$ cat src/rtl/tdc_time_encoder.sv
// TDC back end: popcount-encodes start/stop thermometer words and counts coarse periods between them.
// One timestamped result per hit. oValid fires 3 edges after stop capture or saturation.
module tdc_time_encoder #(
  parameter int NUM_TAPS = 120,
  parameter int FINE_W   = 7,
  parameter int COARSE_W = 16
) (
  input  logic                iClk,
  input  logic                iRst,
  input  logic                iStartValid,
  input  logic [NUM_TAPS-1:0] iStartTaps,
  input  logic                iStopValid,
  input  logic [NUM_TAPS-1:0] iStopTaps,
  output logic                oValid,
  output logic [FINE_W-1:0]   oFineStart,
  output logic [FINE_W-1:0]   oFineStop,
  output logic [COARSE_W-1:0] oCoarse,
  output logic                oOverflow,
  output logic                oBusy,
  output logic                oError
);

  localparam int NGRP  = (NUM_TAPS + 7) / 8;
  localparam int PAD_W = NGRP * 8;
  localparam logic [COARSE_W-1:0] COARSE_LAST = COARSE_W'((1 << COARSE_W) - 2);

  typedef enum logic [1:0] {IDLE, RUN, ENCODE} state_t;

  state_t              state, state_next;
  logic [1:0]          phase;
  logic                start_acc, stop_acc, sat, err_next, done;
  logic [NUM_TAPS-1:0] start_word, stop_word;
  logic [PAD_W-1:0]    start_pad, stop_pad;
  logic [COARSE_W-1:0] coarse;
  logic                overflow;
  logic [3:0]          grp_start [NGRP];
  logic [3:0]          grp_stop  [NGRP];
  logic [3:0]          grp_start_c [NGRP];
  logic [3:0]          grp_stop_c  [NGRP];
  logic [FINE_W-1:0]   sum_start, sum_stop, sum_start_c, sum_stop_c;

  function automatic logic [3:0] pop8(input logic [7:0] b);
    logic [3:0] n;
    n = '0;
    for (int i = 0; i < 8; i++) n = n + {3'b000, b[i]};
    return n;
  endfunction

  always_ff @(posedge iClk or posedge iRst) begin
    if (iRst) begin
      state <= IDLE;
      phase <= '0;
    end else begin
      state <= state_next;
      phase <= (state == ENCODE) ? phase + 2'd1 : 2'd0;
    end
  end

  // Stop wins over saturation when both land on the same edge.
  always_comb begin
    state_next = state;
    start_acc  = 1'b0;
    stop_acc   = 1'b0;
    sat        = 1'b0;
    err_next   = 1'b0;
    done       = 1'b0;
    case (state)
      IDLE: begin
        if (iStartValid) begin
          start_acc = 1'b1;
          if (iStopValid) begin
            stop_acc   = 1'b1;
            state_next = ENCODE;
          end else begin
            state_next = RUN;
          end
        end else if (iStopValid) begin
          err_next = 1'b1;
        end
      end
      RUN: begin
        err_next = iStartValid;
        if (iStopValid) begin
          stop_acc   = 1'b1;
          state_next = ENCODE;
        end else if (coarse == COARSE_LAST) begin
          sat        = 1'b1;
          state_next = ENCODE;
        end
      end
      ENCODE: begin
        err_next = iStartValid | iStopValid;
        if (phase == 2'd2) begin
          done       = 1'b1;
          state_next = IDLE;
        end
      end
      default: state_next = IDLE;
    endcase
  end

  always_ff @(posedge iClk or posedge iRst) begin
    if (iRst) begin
      start_word <= '0;
      stop_word  <= '0;
      coarse     <= '0;
      overflow   <= 1'b0;
    end else begin
      if (start_acc) begin
        start_word <= iStartTaps;
        coarse     <= '0;
        overflow   <= 1'b0;
      end else if (state == RUN) begin
        coarse <= coarse + COARSE_W'(1);
      end
      if (stop_acc) begin
        stop_word <= iStopTaps;
      end else if (sat) begin
        stop_word <= '0;
        overflow  <= 1'b1;
      end
    end
  end

  assign start_pad = PAD_W'(start_word);
  assign stop_pad  = PAD_W'(stop_word);

  always_comb begin
    for (int g = 0; g < NGRP; g++) begin
      grp_start_c[g] = pop8(start_pad[g*8 +: 8]);
      grp_stop_c[g]  = pop8(stop_pad[g*8 +: 8]);
    end
  end

  always_comb begin
    sum_start_c = '0;
    sum_stop_c  = '0;
    for (int g = 0; g < NGRP; g++) begin
      sum_start_c = sum_start_c + FINE_W'(grp_start[g]);
      sum_stop_c  = sum_stop_c + FINE_W'(grp_stop[g]);
    end
  end

  // Two-stage popcount: 8-bit group sums, then the final adder tree.
  always_ff @(posedge iClk or posedge iRst) begin
    if (iRst) begin
      for (int g = 0; g < NGRP; g++) begin
        grp_start[g] <= '0;
        grp_stop[g]  <= '0;
      end
      sum_start <= '0;
      sum_stop  <= '0;
    end else if (state == ENCODE) begin
      for (int g = 0; g < NGRP; g++) begin
        grp_start[g] <= grp_start_c[g];
        grp_stop[g]  <= grp_stop_c[g];
      end
      sum_start <= sum_start_c;
      sum_stop  <= sum_stop_c;
    end
  end

  always_ff @(posedge iClk or posedge iRst) begin
    if (iRst) begin
      oValid     <= 1'b0;
      oFineStart <= '0;
      oFineStop  <= '0;
      oCoarse    <= '0;
      oOverflow  <= 1'b0;
      oBusy      <= 1'b0;
      oError     <= 1'b0;
    end else begin
      oValid <= done;
      oBusy  <= (state_next != IDLE);
      oError <= err_next;
      if (done) begin
        oFineStart <= sum_start;
        oFineStop  <= sum_stop;
        oCoarse    <= coarse;
        oOverflow  <= overflow;
      end
    end
  end

endmodule

$ cat config.mk
export PLATFORM = sky130hd
export DESIGN_NAME = tdc_time_encoder
export DESIGN_NICKNAME = d
export VERILOG_FILES = /design/src/rtl/tdc_time_encoder.sv
export SDC_FILE = /design/constraint.sdc
export NUM_CORES = 1
export LEC_CHECK = 0
export BUFFER_PORTS_ARGS = -buffer_cell sky130_fd_sc_hd__buf_2
export CORE_MARGIN = 2
export CORE_UTILIZATION = 55
export CTS_CLUSTER_DIAMETER = 30
export DETAILED_ROUTE_END_ITERATION = 6
export MAX_ROUTING_LAYER = met4
export PLACE_DENSITY = 0.83
export SYNTH_ARGS = -nofsm -noshare
export SYNTH_HDL_FRONTEND = slang
export SYNTH_SLANG_ARGS = --single-unit
$ cat constraint.sdc
create_clock -name iClk -period 34.3 [get_ports iClk]
set_input_delay 6.86 -clock iClk [delete_from_list [all_inputs] [get_ports iClk]]
set_output_delay 6.86 -clock iClk [all_outputs]
set_load 0.1 [all_outputs]
======== Word-level counts from Yosys, hierarchy flattened ========
Cells that the tools add are included.
operators by class
  reduce and logical (&&, ||, !) cells .... 4
  add/sub/neg operators ................... 240
  bitwise operators ....................... 1
  mux-type cells .......................... 26
  eq/ne operators ......................... 4
operator list
  cell                                                                    number
  4-bit by 1-bit adder with 4-bit output                                  120
  120-bit 2-to-1 mux                                                      2
  7-bit by 4-bit adder with 7-bit output                                  22
  3-bit by 1-bit adder with 4-bit output                                  30
  2-bit by 1-bit adder with 3-bit output                                  30
  1-bit by 1-bit adder with 2-bit output                                  30
  16-bit 2-to-1 mux                                                       2
  16-bit by 1-bit adder with 16-bit output (second input constant)        1
  16-bit equality test (second input constant)                            1
  6-bit by 4-bit adder with 7-bit output                                  2
  1-bit 2-to-1 mux                                                        13
  5-bit by 4-bit adder with 6-bit output                                  2
  2-bit 2-to-1 mux                                                        6
  4-bit by 4-bit adder with 5-bit output                                  2
  2-bit case mux with 3 select lines                                      1
  2-bit nonzero test                                                      3
  2-bit equality test (second input constant)                             2
  1-bit case mux with 3 select lines                                      1
  2-bit by 1-bit adder with 2-bit output (second input constant)          1
  2-bit by 1-bit equality test with 1-bit output (second input constant)  1
  2-bit zero test                                                         1
  1-bit case mux with 2 select lines                                      1
  1-bit OR                                                                1
storage, ports and cells
  register bits after elaboration ......... 429
  input port bits ......................... 244

======== Logic depth before layout (Yosys ltp) ========
Gate-level depths: netlist of the first run.
  depth in word-level cells ............... 14
  mapped depth ............................ 19
  mapped depth without buffers ............ 19

======== Worst setup path before layout of the first run ========
Ideal clock, no wire load.
  kind .................................... input to register
  from .................................... in iStartValid
  to ...................................... reg start_word[10] (netlist: start_pad[10])
  setup time .............................. 0.125 ns
  arrival ................................. 7.901 ns
  cell stages on the path ................. 6
  slack ................................... 26.274 ns
  required time ........................... 34.175 ns
  cells stage by stage .................... nand2b_1 > or2_2 > buf_2 > buf_2 > buf_6 > mux2_2
between the ends
  longest elaborated chain between the ends .. 2
RTL lines
  what                  line  source
  start, declared       10    input logic iStartValid,
  1-bit 2-to-1 mux      69    if (iStartValid) begin
  1-bit 2-to-1 mux      67    case (state)
  end signal, assigned  110   start_word <= iStartTaps;
  end, declared         32    logic [NUM_TAPS-1:0] start_word, stop_word;
No other way between the ends.
A chain may end at the register's enable or synchronous reset.

==> results.py, run 1 <==
metrics = {
    "clock_network": {
        "post_cts_buffers": 0,
        "clk_pin_slew_ps": 40,
        "cts_root_buffer": "clkbuf_16",
        "ctsHoldBuffers": 0,
        "cts.sinks": 429,
        "clock_path_buffers": 3,
        "cts_tree": "built",
        "cts_buffers": 99,
        "h-tree-depth": 3,
        "clock_latency_ps": 630,
        "cts_resized": 0,
    },
    "place": {
        "dp_slack_ps": 24700,
        "placed_area_um2": 26000,
        "place_hpwl_um": 36200,
        "place.gp.congestion": 0.895,
        "io_buffers": 277,
    },
    "cells_and_area": {
        "fill_cells": 2950,
        "nNetsFinal": 3160,
        "design_area_um2": 29600,
        "fin_util_pct": 68.4,
        "drive_above_1_share_pct": 23.5,
        "synthToLayoutAreaGrowth_pct": 22.1,
    },
    "timing": {
        "clock_skew_ps": 27.0,
        "hold_viol": 0,
        "fmax_mhz": 114,
        "rsz0062_at_grt": "false",
        "fin_crit_ps": 8790,
        "final.setup.tns_ps": 0,
        "setup_viol": 0,
        "tightestPinTransition_ps": 1070,
        "relSlewSlack_pct": 28.9,
        "slew_violations": 0,
        "fin_ws_ps": 25510,
        "fin_crit_sh_pct": 25.6,
    },
    "routing": {
        "drc": 0,
        "drt_pass1_iterations": 5,
        "drtIter0Drc": 1244,
        "wl_um": 54000,
        "drt.antenna.violating_nets": 0,
        "wl_per_cell_um": 16.6,
        "num_vias": 16700,
        "routed_via_density": 5.14,
    },
    "yosys": {
        "synth_largest_area_cell": "dfrtp_1",
        "synth.most_common_cell": "nand2_1",
        "syn-instance-count": 2281,
        "synth-async-reset-ratio_pct": 100,
        "yosys.area.top_type_share_pct": 44.3,
        "ys_ff_latch": 429,
        "synth_area_leaders": "dfrtp_1, fa_1, nand2_1",
        "synth_nets": 2862,
        "post_synth_num_cell_types": 37,
        "syn_area_per_cell_um2": 10.6,
        "netlist_area_um2": 24200,
        "yosys_warnings": 0,
        "synth_edf_count": 0,
        "yosys-top-cells-count": "nand2_1, dfrtp_1, inv_1",
        "ys.flop_type": "dfrtp_1",
        "ys_seq_area_share_pct": 44.3,
    },
    "outcome": {
        "status": "completed",
    },
    "die": {
        "ios": 278,
        "fp-row-count": 76,
        "die_w_um": 214,
        "die_h_um": 214,
        "coreArea_um2": 43300,
        "initial_core_util_pct": 56.0,
        "dieArea_um2": 45800,
    },
    "grt": {
        "antenna_found_initial": 1,
        "grt_use_total_pct": 25.6,
        "grt_pass1_vias": 18800,
        "grt-ovfl-total": 0,
        "grt_start_max_net_pins": 128,
        "grt_pass1_wl_um": 92000,
    },
    "worst_setup_path": {
        "crit_fanout": 127,
        "cp.arrival_ps": 9350,
        "path_class": "input port to async pin",
        "cp.required_ps": 34860,
        "cp-start-kind": "input port",
        "cp-end-kind": "async pin",
    },
    "run": {
        "max_cap_viol_count": 0,
    },
    "hold_path": {
        "hold_class": "flip-flop to flip-flop",
    },
}
[kinds of logic (layout without fill, tap and decap cells)]
kind of cell / Yosys count / after routing / share of synthesized area (%)
AND/OR/NAND/NOR: 545 / 545 / 8.81
multiplexers: 158 / 158 / 7.29
buffers and inverters: 509 / 888 / 8.47
XOR/XNOR: 40 / 40 / 1.44
other: 0 / 1 / 0
adder cells (fa/ha/maj): 337 / 337 / 24.1
AO/OA/AOI/OAI: 263 / 263 / 5.63
flip-flops: 429 / 429 / 44.3
[metrics by stage]
step,instances,hold slack (ps)
floorplan,2281,403
global placement,3063,413
detailed placement,3063,424
CTS,3245,430
global route,3246,459
finish,3246,422
[final timing paths]
check / from / cells after the start / to / slack, ps
max: iRst / 4 / phase[0] / 25510
min: phase[0] / 1 / phase[0] / 420
max reg2reg: grp_start[2] / 16 / sum_start[6] / 29110
min reg2reg: phase[0] / 1 / phase[0] / 420
max in group iClk: iStartValid / 5 / start_pad[28] / 25600
min in group asynchronous: iRst / 2 / stop_pad[32] / 6400
[registers in the layout (all words and copies together), names as in the netlist, 2 cells and up]
signal and cells:
start_pad 120, stop_pad 120, grp_start 60, grp_stop 60, coarse 16, oCoarse 16
oFineStart 7, oFineStop 7, sum_start 7, sum_stop 7, phase 2, state 2
[per-layer routing]
metal | track usage [%] | vias up | wire, um
li1 | - | 7669 | -
met1 | 32.9 | 8423 | 23200
met2 | 41.6 | 504 | 26900
met3 | 4.59 | 79 | 2830
met4 | 8.41 | 0 | 1090
met5 | - | - | 0
[critical path: stages]
cell,delay (ps)
buf_2,130
inv_8,560
buf_4,790
buf_4,940
[final cells by class]
| class | instances | area, um2 | share of cell area [%] |
|---|---|---|---|
| clock inverters | 51 | 733 | 2.48 |
| multi-input cells | 1343 | 11500 | 38.8 |
| clock buffers | 131 | 2870 | 9.69 |
| well taps | 585 | 732 | 2.47 |
| flip-flops and latches | 429 | 10700 | 36.3 |
| repair buffers | 289 | 1480 | 4.99 |
| inverters | 417 | 1570 | 5.31 |
| diodes | 1 | 2.50 | 0.00845 |
[cell usage in the layout (no fill, tap or decap), types with 18 or more instances in the layout]
cell       synthesis  layout
dfrtp_1          429     429
fa_1             216     216
a21oi_1          156     156
buf_2             31     277
ha_1             121     121
o21ai_0           82      82
inv_1            417     416
mux2_2           149     149
nand2_1          510     510
xor2_1            22      22
clkbuf_8           0      25
xnor2_1           18      18
clkbuf_16          0     100
Power of run 1 is not shown: default switching activity piles up to over one toggle a cycle in this logic, so the estimate is an artifact.
==> inputs of run 2 (changes only) <==
- CORE_UTILIZATION: 55 -> 54
- PLACE_DENSITY: 0.83 -> 0.85
- clock period: 34.3 -> 7.4 ns (I/O delays scaled with it)
==> results.py, run 2 (synthesized netlist as in run 1, its figures left out) <==
metrics = {
    "run": {
        "max_cap_viol_count": 0,
    },
    "worst_setup_path": {
        "path_class": "flip-flop to flip-flop",
        "crit_buf_inv": 4,
        "crit_fanout": 2,
        "crit_chain": "inv_1 -> fa_1 -> inv_1 -> fa_1 -> fa_1 -> fa_1 -> inv_1 -> fa_1 -> fa_1 -> inv_1 -> ha_1 -> fa_1 -> a21o_1 -> a21oi_1 -> xnor2_1 -> o21ai_0",
        "cp-startpoint": "grp_start[2]",
        "cp-end-kind": "flip-flop",
        "crit_family": "adder cells",
        "cp.arrival_ps": 5580,
        "reg2reg_from": "grp_start[2]",
        "cp_common_cell": "fa_1",
        "cp-start-kind": "flip-flop",
        "cp_slowest_cell": "fa_1",
        "cp.required_ps": 7820,
        "max_stage_delay_ps": 550,
    },
    "clock_network": {
        "clock_path_buffers": 3,
        "cts_buffers": 95,
        "cts.sinks": 429,
        "clk_pin_slew_ps": 40,
        "cts_tree": "built",
        "ctsHoldBuffers": 0,
        "cts_root_buffer": "clkbuf_16",
        "h-tree-depth": 3,
        "cts_resized": 0,
        "clock_latency_ps": 610,
        "post_cts_buffers": 0,
    },
    "timing": {
        "fin_crit_ps": 5160,
        "slew_violations": 0,
        "clock_skew_ps": 20.1,
        "rsz0062_at_grt": "false",
        "fmax_mhz": 194,
        "fin_crit_sh_pct": 69.7,
        "relSlewSlack_pct": 16.2,
        "tightestPinTransition_ps": 1260,
        "setup_viol": 0,
        "final.setup.tns_ps": 0,
        "hold_viol": 0,
        "fin_ws_ps": 2240,
        "fin_hold_ws_ps": 418,
    },
    "place": {
        "place_hpwl_um": 36400,
        "place.gp.congestion": 0.890,
        "io_buffers": 277,
        "dp_slack_ps": 2290,
        "placed_area_um2": 26000,
    },
    "cells_and_area": {
        "final_cell_mix": "nand2_1, dfrtp_1, inv_1, buf_2, fa_1",
        "drive_above_1_share_pct": 23.0,
        "design_area_um2": 29300,
        "final_common_cell": "nand2_1",
        "synthToLayoutAreaGrowth_pct": 20.8,
        "nNetsFinal": 3154,
    },
    "grt": {
        "grt_use_total_pct": 25.0,
        "grt_pass1_wl_um": 90600,
        "grt_start_max_net_pins": 166,
        "grt-ovfl-total": 0,
        "grt_pass1_vias": 18300,
        "antenna_found_initial": 1,
    },
    "outcome": {
        "status": "completed",
    },
    "routing": {
        "drt_pass1_iterations": 7,
        "wl_um": 53400,
        "num_vias": 16500,
        "drtIter0Drc": 1104,
        "drt.antenna.violating_nets": 0,
        "wl_per_cell_um": 16.5,
        "drc": 0,
        "routed_via_density": 5.09,
    },
    "hold_path": {
        "holdCritStartpoint": "phase[0]",
        "hold_class": "flip-flop to flip-flop",
    },
    "die": {
        "initial_core_util_pct": 54.7,
        "die_h_um": 216,
        "die_w_um": 216,
        "ios": 278,
        "coreArea_um2": 44300,
        "fp-row-count": 77,
        "dieArea_um2": 46600,
    },
}
[run 2: per-stage QoR]
stage	instances	util [%]
floorplan	2281	-
global placement	3068	58.7
CTS	3245	66.1
finish	3246	66.1
global route	3246	66.1
detailed placement	3068	58.7
[run 2: path summary, 6_finish.rpt]
kind                                  endpoint  slack (ps)  cells after the start
min in group asynchronous         stop_pad[91]        1070                      3
worst max-delay path              sum_start[6]        2240                     16
worst min-delay path                  phase[0]         420                      1
max in group asynchronous       start_pad[108]        4960                      4
worst min register to register        phase[0]         420                      1
worst max register to register    sum_start[6]        2240                     16
[run 2: area by class of cell]
cell class / count / area [um2]
inverters: 417 / 1570
well taps: 592 / 741
flip-flops and latches: 429 / 10700
repair buffers: 287 / 1490
diodes: 1 / 2.50
fillers: 3144 / 15000
clock inverters: 57 / 651
clock buffers: 120 / 2630
multi-input cells: 1343 / 11500
[run 2: worst register-to-register path, stage by stage, from the launching register on]
cell,delay [ps]
dfrtp_1,320
inv_1,60
fa_1,530
inv_1,50
fa_1,500
fa_1,530
fa_1,550
inv_1,60
fa_1,510
fa_1,550
inv_1,50
ha_1,220
fa_1,420
a21o_1,190
a21oi_1,170
xnor2_1,140
o21ai_0,110
[run 2: layer usage]
layer	vias to the layer above	part of all wire, %	GRT usage, %
met3	98	5.5	4.45
met4	0	2.2	8.38
met1	8289	42	32.3
met2	489	50	40.2
li1	7656	-	-
met5	-	0	-
Power of run 2 is left out for the same reason.
==> inputs of run 3 (changes only) <==
- CORE_UTILIZATION: 54 -> 55
- PLACE_DENSITY: 0.85 -> 0.83
- clock period: 7.4 -> 5.2 ns (I/O delays scaled with it)
==> results.py, run 3 (synthesized netlist as in run 1, its figures left out) <==
metrics = {
    "clock_network": {
        "cts.sinks": 429,
        "ctsHoldBuffers": 0,
        "h-tree-depth": 3,
        "clock_path_buffers": 3,
        "cts_buffers": 97,
        "clock_latency_ps": 630,
        "cts_root_buffer": "clkbuf_16",
        "clk_pin_slew_ps": 50,
        "cts_tree": "built",
    },
    "worst_setup_path": {
        "cp-end-kind": "flip-flop",
        "r2r_setup_slack_ps": 240,
        "crit_fanout": 2,
        "cp.arrival_ps": 5440,
        "cp-startpoint": "grp_start[39]",
        "cp.required_ps": 5680,
        "reg2reg_from": "grp_start[39]",
        "path_class": "flip-flop to flip-flop",
        "cp-start-kind": "flip-flop",
    },
    "routing": {
        "drt.antenna.violating_nets": 0,
        "routed_via_density": 5.18,
        "wl_per_cell_um": 17.1,
        "drt_pass1_iterations": 5,
        "num_vias": 16800,
        "drc": 0,
        "wl_um": 55600,
        "drtIter0Drc": 1267,
    },
    "place": {
        "io_buffers": 277,
        "place_hpwl_um": 37400,
        "place.gp.congestion": 0.906,
        "dp_slack_ps": 68.0,
    },
    "cells_and_area": {
        "drive_above_1_share_pct": 23.8,
        "synthToLayoutAreaGrowth_pct": 22.9,
        "nNetsFinal": 3161,
        "final_cell_mix": "nand2_1, dfrtp_1, inv_1, buf_2, fa_1",
        "final_common_cell": "nand2_1",
        "fin_util_pct": 68.9,
    },
    "grt": {
        "gr-usage-met2_pct": 43.0,
        "grtUsageMet3_pct": 6.19,
        "grt-ovfl-total": 0,
        "grt_use_total_pct": 26.2,
        "grt_pass1_vias": 18800,
        "grtUsageMet1_pct": 32.3,
        "grt_start_max_net_pins": 141,
        "antenna_found_initial": 2,
        "grt.busiest_layer": "met2",
        "grt_pass1_wl_um": 93500,
    },
    "die": {
        "dieArea_um2": 45800,
        "fp-row-count": 76,
        "die_w_um": 214,
        "initial_core_util_pct": 56.0,
        "coreArea_um2": 43300,
        "die_h_um": 214,
        "ios": 278,
    },
    "timing": {
        "relSlewSlack_pct": 30.1,
        "fin_crit_ps": 4960,
        "fin_crit_sh_pct": 95.4,
        "setup_viol": 0,
        "fmax_mhz": 202,
        "tightestPinTransition_ps": 1050,
        "rsz0062_at_grt": "false",
        "fin_ws_ps": 239,
        "slew_violations": 0,
        "hold_viol": 0,
        "clock_skew_ps": 17.8,
    },
    "hold_path": {
        "hold_class": "flip-flop to flip-flop",
        "holdCritStartpoint": "phase[0]",
    },
    "outcome": {
        "status": "completed",
    },
    "run": {
        "max_cap_viol_count": 0,
    },
}
-- run 3: final timing paths --
kind | to | cells after the start
min reg2reg | phase[0] | 1
max reg2reg | sum_start[6] | 15
min | phase[0] | 1
max in group asynchronous | grp_start[12] | 3
min in group asynchronous | stop_pad[88] | 2
max | sum_start[6] | 15
-- run 3: stage by stage --
stage	hold WS [ps]	std cells	TNS, ps	area [um2]
final	428	3250	0	29800
after global routing	454	3250	0	29800
after CTS	432	3247	0	29800
after detailed placement	425	3065	0	26100
after global placement	414	3065	0	26100
after floorplan	403	2281	-699870	24300
-- run 3: routing by layer --
layer / vias up / share of wire [%]
li1: 7666 / -
met1: 8530 / 41
met2: 538 / 51
met3: 109 / 6.2
met4: 0 / 2.4
met5: - / 0
-- run 3: worst max-delay path, cell delays in order (launching register included) --
cell and delay, ps:
dfrtp_1 410, fa_1 550, inv_1 60, fa_1 590
inv_1 90, fa_1 520, inv_1 50, fa_1 460
fa_1 520, fa_1 540, inv_1 70, fa_2 390
a21o_1 200, a21oi_2 140, xnor2_1 150, o21ai_1 80
-- run 3: final cells by class --
class / count / area, um2
diodes: 2 / 5.00
clock buffers: 122 / 2720
clock inverters: 60 / 957
fillers: 2856 / 13500
inverters: 417 / 1570
multi-input cells: 1343 / 11500
flip-flops and latches: 429 / 10700
well taps: 585 / 732
repair buffers: 292 / 1570
-- run 3: repair_timing --
item                                    4_1_cts  5_1_grt
endpoints found under the setup margin        0        2
resized for setup                             0        7
setup buffers                                 0        1
Power of run 3 is left out for the same reason.
